$ cat src/rtl/mem_port_arb_pkg.sv
// Shared sizes and types for the memory port arbiter: channel ids,
// read-tag format and the round-robin pointer step.
package mem_arb_pkg;

  localparam int NCH    = 3;
  localparam int ADDR_W = 28;
  localparam int DATA_W = 256;
  localparam int BE_W   = DATA_W / 8;
  localparam int ID_W   = (NCH > 1) ? $clog2(NCH) : 1;

  typedef logic [ID_W-1:0] ch_id_t;

  typedef struct packed {
    logic   valid;
    ch_id_t id;
  } rd_tag_t;

  // Pointer step used after a grant: wrap from the last channel back to 0.
  function automatic ch_id_t next_id(input ch_id_t id);
    if (int'(id) >= NCH - 1) begin
      return '0;
    end
    return id + 1'b1;
  endfunction

endpackage

$ cat src/rtl/mem_port_arb_if.sv
// Bundle of per-channel request/response signals and the memory-side port.
// The arbiter uses the slave view; the channel agents and memory model use the master view.
interface mem_port_arb_if;
  import mem_arb_pkg::*;

  logic [NCH-1:0]        ch_wr_vld;
  logic [NCH-1:0]        ch_wr_rdy;
  logic [NCH*ADDR_W-1:0] ch_wr_addr;
  logic [NCH*DATA_W-1:0] ch_wr_data;
  logic [NCH*BE_W-1:0]   ch_wr_be;
  logic [NCH-1:0]        ch_rd_vld;
  logic [NCH-1:0]        ch_rd_rdy;
  logic [NCH*ADDR_W-1:0] ch_rd_addr;
  logic [NCH-1:0]        ch_rsp_vld;
  logic [DATA_W-1:0]     ch_rsp_data;

  logic                  mem_wen;
  logic [ADDR_W-1:0]     mem_waddr;
  logic [DATA_W-1:0]     mem_wdin;
  logic [BE_W-1:0]       mem_wb;
  logic                  mem_ren;
  logic [ADDR_W-1:0]     mem_raddr;
  logic                  mem_rvld;
  logic [DATA_W-1:0]     mem_rdout;

  modport slave (
    input  ch_wr_vld, ch_wr_addr, ch_wr_data, ch_wr_be,
    input  ch_rd_vld, ch_rd_addr,
    input  mem_rvld, mem_rdout,
    output ch_wr_rdy, ch_rd_rdy, ch_rsp_vld, ch_rsp_data,
    output mem_wen, mem_waddr, mem_wdin, mem_wb, mem_ren, mem_raddr
  );

  modport master (
    output ch_wr_vld, ch_wr_addr, ch_wr_data, ch_wr_be,
    output ch_rd_vld, ch_rd_addr,
    output mem_rvld, mem_rdout,
    input  ch_wr_rdy, ch_rd_rdy, ch_rsp_vld, ch_rsp_data,
    input  mem_wen, mem_waddr, mem_wdin, mem_wb, mem_ren, mem_raddr
  );

endinterface

$ cat src/rtl/mem_port_arb_rr_arb.sv
// Combinational round-robin picker: grants the first requester at or above ptr,
// searching upward and wrapping modulo N.
module rr_arb #(
  parameter int N  = 3,
  parameter int IW = (N > 1) ? $clog2(N) : 1
) (
  input  logic [N-1:0]  req,
  input  logic [IW-1:0] ptr,
  output logic [N-1:0]  gnt,
  output logic [IW-1:0] gnt_id,
  output logic          any
);

  always_comb begin
    int   idx;
    logic found;
    gnt    = '0;
    gnt_id = '0;
    found  = 1'b0;
    idx    = 0;
    for (int i = 0; i < N; i++) begin
      idx = (int'(ptr) + i) % N;
      if (!found && req[idx]) begin
        gnt[idx] = 1'b1;
        gnt_id   = IW'(idx);
        found    = 1'b1;
      end
    end
    any = found;
  end

endmodule

$ cat src/rtl/mem_port_arb.sv
// Shares one write and one read port of the DDR memory model between NCH channels.
// Independent round-robin per port, registered memory side, tagged 1-cycle read responses.
module mem_port_arb
  import mem_arb_pkg::*;
(
  input logic           clk,
  input logic           rst,
  mem_port_arb_if.slave bus
);

  ch_id_t            wr_ptr;
  ch_id_t            rd_ptr;
  ch_id_t            wr_id;
  ch_id_t            rd_id;
  logic [NCH-1:0]    wr_gnt;
  logic [NCH-1:0]    rd_gnt;
  logic              wr_any;
  logic              rd_any;
  logic              hazard;
  logic              rd_take;
  logic [ADDR_W-1:0] wr_addr_sel;
  logic [DATA_W-1:0] wr_data_sel;
  logic [BE_W-1:0]   wr_be_sel;
  logic [ADDR_W-1:0] rd_addr_sel;
  rd_tag_t           tag_s0;
  rd_tag_t           tag_s1;

  rr_arb #(.N(NCH), .IW(ID_W)) u_wr_arb (
    .req    (bus.ch_wr_vld),
    .ptr    (wr_ptr),
    .gnt    (wr_gnt),
    .gnt_id (wr_id),
    .any    (wr_any)
  );

  rr_arb #(.N(NCH), .IW(ID_W)) u_rd_arb (
    .req    (bus.ch_rd_vld),
    .ptr    (rd_ptr),
    .gnt    (rd_gnt),
    .gnt_id (rd_id),
    .any    (rd_any)
  );

  always_comb begin
    wr_addr_sel = bus.ch_wr_addr[int'(wr_id)*ADDR_W +: ADDR_W];
    wr_data_sel = bus.ch_wr_data[int'(wr_id)*DATA_W +: DATA_W];
    wr_be_sel   = bus.ch_wr_be[int'(wr_id)*BE_W +: BE_W];
    rd_addr_sel = bus.ch_rd_addr[int'(rd_id)*ADDR_W +: ADDR_W];
  end

  // A read colliding with the concurrent write is held off one cycle so it sees the new data.
  always_comb begin
    hazard  = wr_any && rd_any && (wr_addr_sel == rd_addr_sel);
    rd_take = rd_any && !hazard;
  end

  assign bus.ch_wr_rdy   = wr_gnt;
  assign bus.ch_rd_rdy   = rd_take ? rd_gnt : '0;
  assign bus.ch_rsp_data = bus.mem_rdout;

  always_comb begin
    bus.ch_rsp_vld = '0;
    for (int i = 0; i < NCH; i++) begin
      bus.ch_rsp_vld[i] = bus.mem_rvld && tag_s1.valid && (tag_s1.id == ch_id_t'(i));
    end
  end

  always_ff @(posedge clk) begin
    if (rst) begin
      wr_ptr        <= '0;
      bus.mem_wen   <= 1'b0;
      bus.mem_waddr <= '0;
      bus.mem_wdin  <= '0;
      bus.mem_wb    <= '0;
    end else begin
      bus.mem_wen <= wr_any;
      if (wr_any) begin
        wr_ptr        <= next_id(wr_id);
        bus.mem_waddr <= wr_addr_sel;
        bus.mem_wdin  <= wr_data_sel;
        bus.mem_wb    <= wr_be_sel;
      end
    end
  end

  // Tag stage 0 lines up with mem_ren, stage 1 with mem_rvld one cycle later.
  always_ff @(posedge clk) begin
    if (rst) begin
      rd_ptr        <= '0;
      bus.mem_ren   <= 1'b0;
      bus.mem_raddr <= '0;
      tag_s0        <= '0;
      tag_s1        <= '0;
    end else begin
      bus.mem_ren <= rd_take;
      if (rd_take) begin
        rd_ptr        <= next_id(rd_id);
        bus.mem_raddr <= rd_addr_sel;
      end
      tag_s0 <= '{valid: rd_take, id: rd_id};
      tag_s1 <= tag_s0;
    end
  end

endmodule

$ cat src/flat_wrapper.sv
// flat-port wrapper written by rule: the top's interface ports become plain ports
module mem_port_arb_flat import mem_arb_pkg::*;
  (clk, rst, bus_ch_wr_vld, bus_ch_wr_addr, bus_ch_wr_data, bus_ch_wr_be, bus_ch_rd_vld, bus_ch_rd_addr, bus_mem_rvld, bus_mem_rdout, bus_ch_wr_rdy, bus_ch_rd_rdy, bus_ch_rsp_vld, bus_ch_rsp_data, bus_mem_wen, bus_mem_waddr, bus_mem_wdin, bus_mem_wb, bus_mem_ren, bus_mem_raddr);
  mem_port_arb_if bus_i ();
  input logic clk;
  input logic rst;
  input wire logic [$bits(bus_i.ch_wr_vld)-1:0] bus_ch_wr_vld;
  input wire logic [$bits(bus_i.ch_wr_addr)-1:0] bus_ch_wr_addr;
  input wire logic [$bits(bus_i.ch_wr_data)-1:0] bus_ch_wr_data;
  input wire logic [$bits(bus_i.ch_wr_be)-1:0] bus_ch_wr_be;
  input wire logic [$bits(bus_i.ch_rd_vld)-1:0] bus_ch_rd_vld;
  input wire logic [$bits(bus_i.ch_rd_addr)-1:0] bus_ch_rd_addr;
  input wire logic [$bits(bus_i.mem_rvld)-1:0] bus_mem_rvld;
  input wire logic [$bits(bus_i.mem_rdout)-1:0] bus_mem_rdout;
  output wire logic [$bits(bus_i.ch_wr_rdy)-1:0] bus_ch_wr_rdy;
  output wire logic [$bits(bus_i.ch_rd_rdy)-1:0] bus_ch_rd_rdy;
  output wire logic [$bits(bus_i.ch_rsp_vld)-1:0] bus_ch_rsp_vld;
  output wire logic [$bits(bus_i.ch_rsp_data)-1:0] bus_ch_rsp_data;
  output wire logic [$bits(bus_i.mem_wen)-1:0] bus_mem_wen;
  output wire logic [$bits(bus_i.mem_waddr)-1:0] bus_mem_waddr;
  output wire logic [$bits(bus_i.mem_wdin)-1:0] bus_mem_wdin;
  output wire logic [$bits(bus_i.mem_wb)-1:0] bus_mem_wb;
  output wire logic [$bits(bus_i.mem_ren)-1:0] bus_mem_ren;
  output wire logic [$bits(bus_i.mem_raddr)-1:0] bus_mem_raddr;
  assign bus_i.ch_wr_vld = bus_ch_wr_vld;
  assign bus_i.ch_wr_addr = bus_ch_wr_addr;
  assign bus_i.ch_wr_data = bus_ch_wr_data;
  assign bus_i.ch_wr_be = bus_ch_wr_be;
  assign bus_i.ch_rd_vld = bus_ch_rd_vld;
  assign bus_i.ch_rd_addr = bus_ch_rd_addr;
  assign bus_i.mem_rvld = bus_mem_rvld;
  assign bus_i.mem_rdout = bus_mem_rdout;
  assign bus_ch_wr_rdy = bus_i.ch_wr_rdy;
  assign bus_ch_rd_rdy = bus_i.ch_rd_rdy;
  assign bus_ch_rsp_vld = bus_i.ch_rsp_vld;
  assign bus_ch_rsp_data = bus_i.ch_rsp_data;
  assign bus_mem_wen = bus_i.mem_wen;
  assign bus_mem_waddr = bus_i.mem_waddr;
  assign bus_mem_wdin = bus_i.mem_wdin;
  assign bus_mem_wb = bus_i.mem_wb;
  assign bus_mem_ren = bus_i.mem_ren;
  assign bus_mem_raddr = bus_i.mem_raddr;
  mem_port_arb u_core (.clk(clk), .rst(rst), .bus(bus_i));
endmodule
$ cat config.mk
export PLATFORM = sky130hd
export DESIGN_NAME = mem_port_arb_flat
export DESIGN_NICKNAME = d
export VERILOG_FILES = /design/src/rtl/mem_port_arb_pkg.sv /design/src/rtl/mem_port_arb_if.sv /design/src/rtl/mem_port_arb_rr_arb.sv /design/src/rtl/mem_port_arb.sv /design/src/flat_wrapper.sv
export SDC_FILE = /design/constraint.sdc
export NUM_CORES = 1
export LEC_CHECK = 0
export CORE_AREA = 2 2 747 749
export CTS_CLUSTER_DIAMETER = 150
export DETAILED_ROUTE_END_ITERATION = 8
export DIE_AREA = 0 0 749 751
export MAX_ROUTING_LAYER = met4
export SKIP_LAST_GASP = 1
export SYNTH_ARGS = -nofsm -noshare
export SYNTH_HDL_FRONTEND = slang
export SYNTH_SLANG_ARGS = --single-unit
$ cat constraint.sdc
create_clock -name clk -period 6.2 [get_ports clk]
set_input_delay 1.24 -clock clk [delete_from_list [all_inputs] [get_ports clk]]
set_output_delay 1.24 -clock clk [all_outputs]
set_load 0.01 [all_outputs]
Yosys cells after proc, flatten, opt, wreduce, memory -nomap -nowiden. Index checks and enable logic that the tools add are counted. W data, S select, Z words.

$add $sub $neg: 6. Multipliers: 2. Divide/modulo/power cells: 6. Magnitude comparators: 14. Equal/unequal tests: 3. Shift-type cells: 4. Mux-type cells: 59. Bitwise operators: 4. Reduce and logical (&&, ||, !) cells: 23.

Operators by type and width (count): $shiftx A768 B11 Y256 (1); $ge A32 B1 Y1 const B (6); $lt A32 B4 Y1 const B (6); $shiftx A84 B32 Y28 (2); $mod A32 B3 Y32 const B (4); $shiftx A96 B8 Y32 (1); $mod A3 B3 Y32 const B (2); $mux W1 (30); $eq A28 B28 Y1 (1); $mux W3 (7); $mux W2 (10); $logic_and A1 B1 Y1 (17); $bmux W1 S2 (6); $demux W1 S2 (6); $or A3 B3 Y3 (4); $mul A2 B3 Y5 const B (2); $add A2 B1 Y3 const B (2); $add A2 B2 Y3 const B (2); $logic_not A1 Y1 (5); $add A2 B1 Y2 const B (2); $ge A2 B2 Y1 const B (2); $eq A2 B1 Y1 const B (1); $eq A2 B2 Y1 const B (1); $logic_not A2 Y1 (1).

Register bits: 355. Bits in latches: 0. RAM bits: 0. Memory bits (read-only): 0. Input port bits: 1297. Logic and storage cells: 132. Memories kept: 0.

Depth between registers and ports, before layout.
Depth after elaboration: 20. Gate-level depth with buffers: 17.

Modules after synthesis. Synthesis repeated with hierarchy kept, for this count alone.

Cells, all modules: 2573. Area total of the unflattened synthesis: 21277.9 um^2.

Modules (own cells, without submodules): mem_port_arb (times used 1, cells an instance 2469, area an instance 20514.7 um^2, seq. area each 7106.8 um^2); rr_arb (times used 2, cells an instance 52, area an instance 381.6 um^2, seq. area each 0.0 um^2).

Worst setup path before layout. No wires, ideal clock.

Path type: input port to output port. From: in bus_ch_rd_vld[2]. To: out bus_ch_rd_rdy[2]. Arrival: 3.784 ns. Setup slack: 1.176 ns. Stages on the path: 13. Buffers on the path: 2. Path through: nand3b_1 o21ai_0 a21o_1 a2bb2oi_4 buf_4 mux2_1 a22oi_1 xor2_1 nand4_1 nor4_1 a21oi_2 buf_2 o211a_1.

Longest elaborated chain between the ends: 17. Elaborated cells between the ends (all ways): 32.

Ends and longest elaborated chain: start, declared (line flat_wrapper.sv:11) `input wire logic [$bits(bus_i.ch_rd_vld)-1:0] bus_ch_rd_vld;`; $bmux W1 S2 (line mem_port_arb_rr_arb.sv:23) `if (!found && req[idx]) begin`; $mux W1 (implied by the code) (2 in series) (line mem_port_arb_rr_arb.sv:23); $mux W1 (line mem_port_arb_rr_arb.sv:23); $logic_not A1 Y1 (line mem_port_arb_rr_arb.sv:23); $logic_and A1 B1 Y1 (line mem_port_arb_rr_arb.sv:23); $mux W1 (line mem_port_arb_rr_arb.sv:23); $logic_not A1 Y1 (line mem_port_arb_rr_arb.sv:23); $logic_and A1 B1 Y1 (line mem_port_arb_rr_arb.sv:23); $mux W2 (line mem_port_arb_rr_arb.sv:23); $mul A2 B3 Y5 (line mem_port_arb.sv:48) `rd_addr_sel = bus.ch_rd_addr[int'(rd_id)*ADDR_W +: ADDR_W];`; $shiftx A84 B32 Y28 (line mem_port_arb.sv:48); $eq A28 B28 Y1 (line mem_port_arb.sv:53) `hazard = wr_any && rd_any && (wr_addr_sel == rd_addr_sel);`; $logic_and A1 B1 Y1 (line mem_port_arb.sv:53); $logic_not A1 Y1 (line mem_port_arb.sv:54) `rd_take = rd_any && !hazard;`; $logic_and A1 B1 Y1 (line mem_port_arb.sv:54); $mux W3 (*) (line mem_port_arb.sv:58) `assign bus.ch_rd_rdy = rd_take ? rd_gnt : '0;`; end, declared (line flat_wrapper.sv:16) `output wire logic [$bits(bus_i.ch_rd_rdy)-1:0] bus_ch_rd_rdy;`.

Every way passes the cells marked *; elsewhere a longest branch is shown, timed or not. The select of a mux whose other input is x is not followed.

Final worst setup path.
From: in bus_ch_wr_vld[1]. To: out bus_ch_rd_rdy[2].

Longest elaborated chain between the ends: 17. Elaborated cells between the ends (all ways): 27.

Ends and longest elaborated chain: start, declared (line flat_wrapper.sv:7) `input wire logic [$bits(bus_i.ch_wr_vld)-1:0] bus_ch_wr_vld;`; $bmux W1 S2 (line mem_port_arb_rr_arb.sv:23); $mux W1 (implied by the code) (2 in series) (line mem_port_arb_rr_arb.sv:23); $mux W1 (line mem_port_arb_rr_arb.sv:23); $logic_not A1 Y1 (line mem_port_arb_rr_arb.sv:23); $logic_and A1 B1 Y1 (line mem_port_arb_rr_arb.sv:23); $mux W1 (line mem_port_arb_rr_arb.sv:23); $logic_not A1 Y1 (line mem_port_arb_rr_arb.sv:23); $logic_and A1 B1 Y1 (line mem_port_arb_rr_arb.sv:23); $mux W2 (line mem_port_arb_rr_arb.sv:23); $mul A2 B3 Y5 (line mem_port_arb.sv:45) `wr_addr_sel = bus.ch_wr_addr[int'(wr_id)*ADDR_W +: ADDR_W];`; $shiftx A84 B32 Y28 (line mem_port_arb.sv:45); $eq A28 B28 Y1 (line mem_port_arb.sv:53); $logic_and A1 B1 Y1 (*) (line mem_port_arb.sv:53); $logic_not A1 Y1 (*) (line mem_port_arb.sv:54); $logic_and A1 B1 Y1 (*) (line mem_port_arb.sv:54); $mux W3 (*) (line mem_port_arb.sv:58).

Marked as above.

==> results.toml <==
[run_status]
outcome = "completed"

[detailed_routing]
viasPerCell = 2.47
drt_wl_total_um = 418000
post_drt_wl_per_cell_um = 37.0
drcViolationCount = 0
drtPass1Iterations = 6
vias = 27800
antenna_left = 0
drt_iter0_markers = 2428

[setup_path]
path_class = "input port to output port"
reg2reg_depth = 13
worstPathMaxFanout = 6
arrival_ns = 4.80
rrSetupSlack_ns = 1.09
startpoint_type = "input port"
crit_required_ns = 4.96
endpoint_kind = "output port"

[die]
ios = 1908
die_area_um2 = 562000
coreArea_um2 = 555000
fp.dieW_um = 749
num_rows = 274
die_height_um = 751
start_util = 0.0374

[synthesis]
synth_seq_area_share = 0.343
synth-seq-cells = 355
synth_cell_type_count = 50
synth_top_cell_by_area = "dfxtp_1"
synth_warnings = 0
synthCells = 2655
yosys_most_used_dff = "dfxtp_1"
synth-async-reset-ratio = 0
synth_edf_count = 0
synthesis.nets = 3960
avgSynthCellArea_um2 = 7.80
syn_area_um2 = 20700
synth_top_area_frac = 0.343
ys_top_cells_by_area = "dfxtp_1 34%, buf_4 9.4%, mux2i_1 8.5%"

[layout]
layout_commonest_cell = "clkdlybuf4s50_1"
final_cell_mix = "1379 x clkdlybuf4s50_1, 381 x nand2_1, 351 x dfxtp_1"
nets = 5091
syn_to_final_growth_pct = 119
stdcell_area_um2 = 45400
drive_gt1_frac = 0.0954

[placed_design]
io_buffer_count = 1395
placed_area_um2 = 42400
hpwl_um = 378000
routabilityCongestion = 1.04
dp_slack_ns = -1.29

[clock_network]
cts_root_buffer = "clkbuf_16"
cts_buffers = 58
hold_buffers = 0
clkSlewWorstSetupHoldPaths_ns = 0.06
cts.htree.levels = 2
cts_num_sinks = 355
clkLatencyLatePin_ns = 0.80
cts_tree = "done"
clk_path_buf_depth = 3

[grt]
antenna_found_initial = 320
grt_pass1_vias = 26400
grt_max_degree = 111
overflow = 0
grt_pass1_wl_um = 474000
track_usage = 0.146

[timing]
setup_viol = 0
slew_viol_final = 0
clock_skew_ns = 0.0518
hold_viol = 0
post-route-min-period_ns = 6.04
relSlewSlack = 0.201
layout_setup_ws_ns = 0.163
worst_slew_pin_slew_ns = 1.19
post-route-period-util = 0.974
max_freq_mhz = 166

[power_and_ir_drop]
power_density_nw_per_um2 = 516
ir_worst_vdd_v = 0.000264
p_leak_nw = 14.2

[flow_run]
max-cap-violations = 0

[worst_hold_path]
hold_path_depth = 1
hold_class = "flip-flop to flip-flop"
## synthesized netlist by cell type (2+ instances only)
cell type / count
nand3b_1: 3
a211oi_1: 182
mux2i_1: 176
buf_4: 260
a21oi_2: 4
mux2_1: 13
buf_1: 19
a221oi_1: 2
ha_1: 8
buf_6: 2
nor2b_1: 20
dfxtp_1: 355
o22ai_1: 125
a31oi_1: 2
xor2_1: 28
clkbuf_1: 194
nand2_1: 381
nor3_1: 178
o2bb2ai_1: 20
nand3_1: 3
o21ai_1: 11
buf_2: 18
a2bb2oi_1: 2
mux2_4: 7
nand2b_1: 39
o21ai_0: 4
nand4_1: 6
nor2_1: 220
a21oi_1: 204
inv_1: 8
a22oi_1: 135
mux2_2: 4
o21a_1: 2
nor3b_1: 4
## layer usage
metal,share of wire,track usage
met1,0.28,0.118
met2,0.39,0.195
met3,0.26,0.169
met4,0.066,0.0764
met5,0,-
## registers in the layout (all words and copies together), names as in the netlist
name                  count
u_core.bus.mem_waddr     28
u_core.tag_s1             3
u_core.wr_ptr             2
u_core.tag_s0             3
u_core.bus.mem_wb        32
u_core.bus.mem_wdin     256
u_core.rd_ptr             2
u_core.bus.mem_raddr     28
u_core.bus.mem_wen        1
## through the flow
step / power [mW] / setup TNS [ns] / instances / hold slack (ns) / utilization
5_1_grt: 24.7 / -0.0244 / 11300 / 0.448 / 0.0818
4_1_cts: 23.7 / -0.0124 / 11100 / 0.433 / 0.0811
3_5_place_dp: 19.3 / -3.90 / 11000 / 0.420 / 0.0764
3_3_place_gp: 19.3 / -3.79 / 11000 / 0.422 / 0.0764
6_report: 23.4 / 0 / 11300 / 0.432 / 0.0819
2_1_floorplan: 10.0 / 0 / 2655 / 0.414 / -
## critical path, stage by stage
cell,delay [ns]
clkdlybuf4s15_1,0.19
buf_4,0.17
nor2b_1,0.15
o32ai_2,0.34
buf_4,0.18
a22oi_2,0.09
buf_4,0.17
buf_12,0.12
nand2_1,0.08
a21oi_2,0.07
a21oi_4,0.17
xor2_4,0.30
nand4_1,0.40
buf_6,0.27
nor4_4,0.23
buf_4,0.15
a21oi_4,0.08
buf_6,0.15
o211a_1,0.13
buf_6,0.13
## cell families after synthesis
kind of cell / synth area share
AO/OA/AOI/OAI: 0.223
XOR/XNOR: 0.0118
adder cells (fa/ha/maj): 0.00483
buffers and inverters: 0.140
flip-flops: 0.343
multiplexers: 0.100
AND/OR/NAND/NOR: 0.178
## final cells by class
type | instances | area, µm²
Antenna cell | 146 | 365
Clock inverter | 24 | 374
Fill cell | 64900 | 509000
Clock buffer | 77 | 1700
Timing Repair Buffer | 1564 | 15500
Tap cell | 7314 | 9150
Multi-Input combinational cell | 1799 | 11200
Inverter | 8 | 35.0
Sequential cell | 355 | 7120
## final timing paths
kind / startpoint / end
setup / recovery: bus_ch_wr_vld[1] / bus_ch_rd_rdy[2]
hold / removal: u_core.tag_s0[1] / u_core.tag_s1[1]
setup reg to reg: u_core.wr_ptr[1] / u_core.bus.mem_wdin[55]
hold reg to reg: u_core.tag_s0[1] / u_core.tag_s1[1]
## timing repair
item / in CTS / in global routing
pin swaps: 19 / 10
buffers inserted: 20 / 4
resized for setup: 109 / 11
setup endpoints to repair: 3 / 3
cloned: 1 / 0
## power by group
group,total (mW),switching (mW),internal (mW),leakage (nW)
clock,3.83,1.60,2.23,1.01
sequential,3.74,0.541,3.20,2.95
combinational,15.9,10.4,5.46,10.2
No activity file was read; power rests on OpenSTA's default activity.
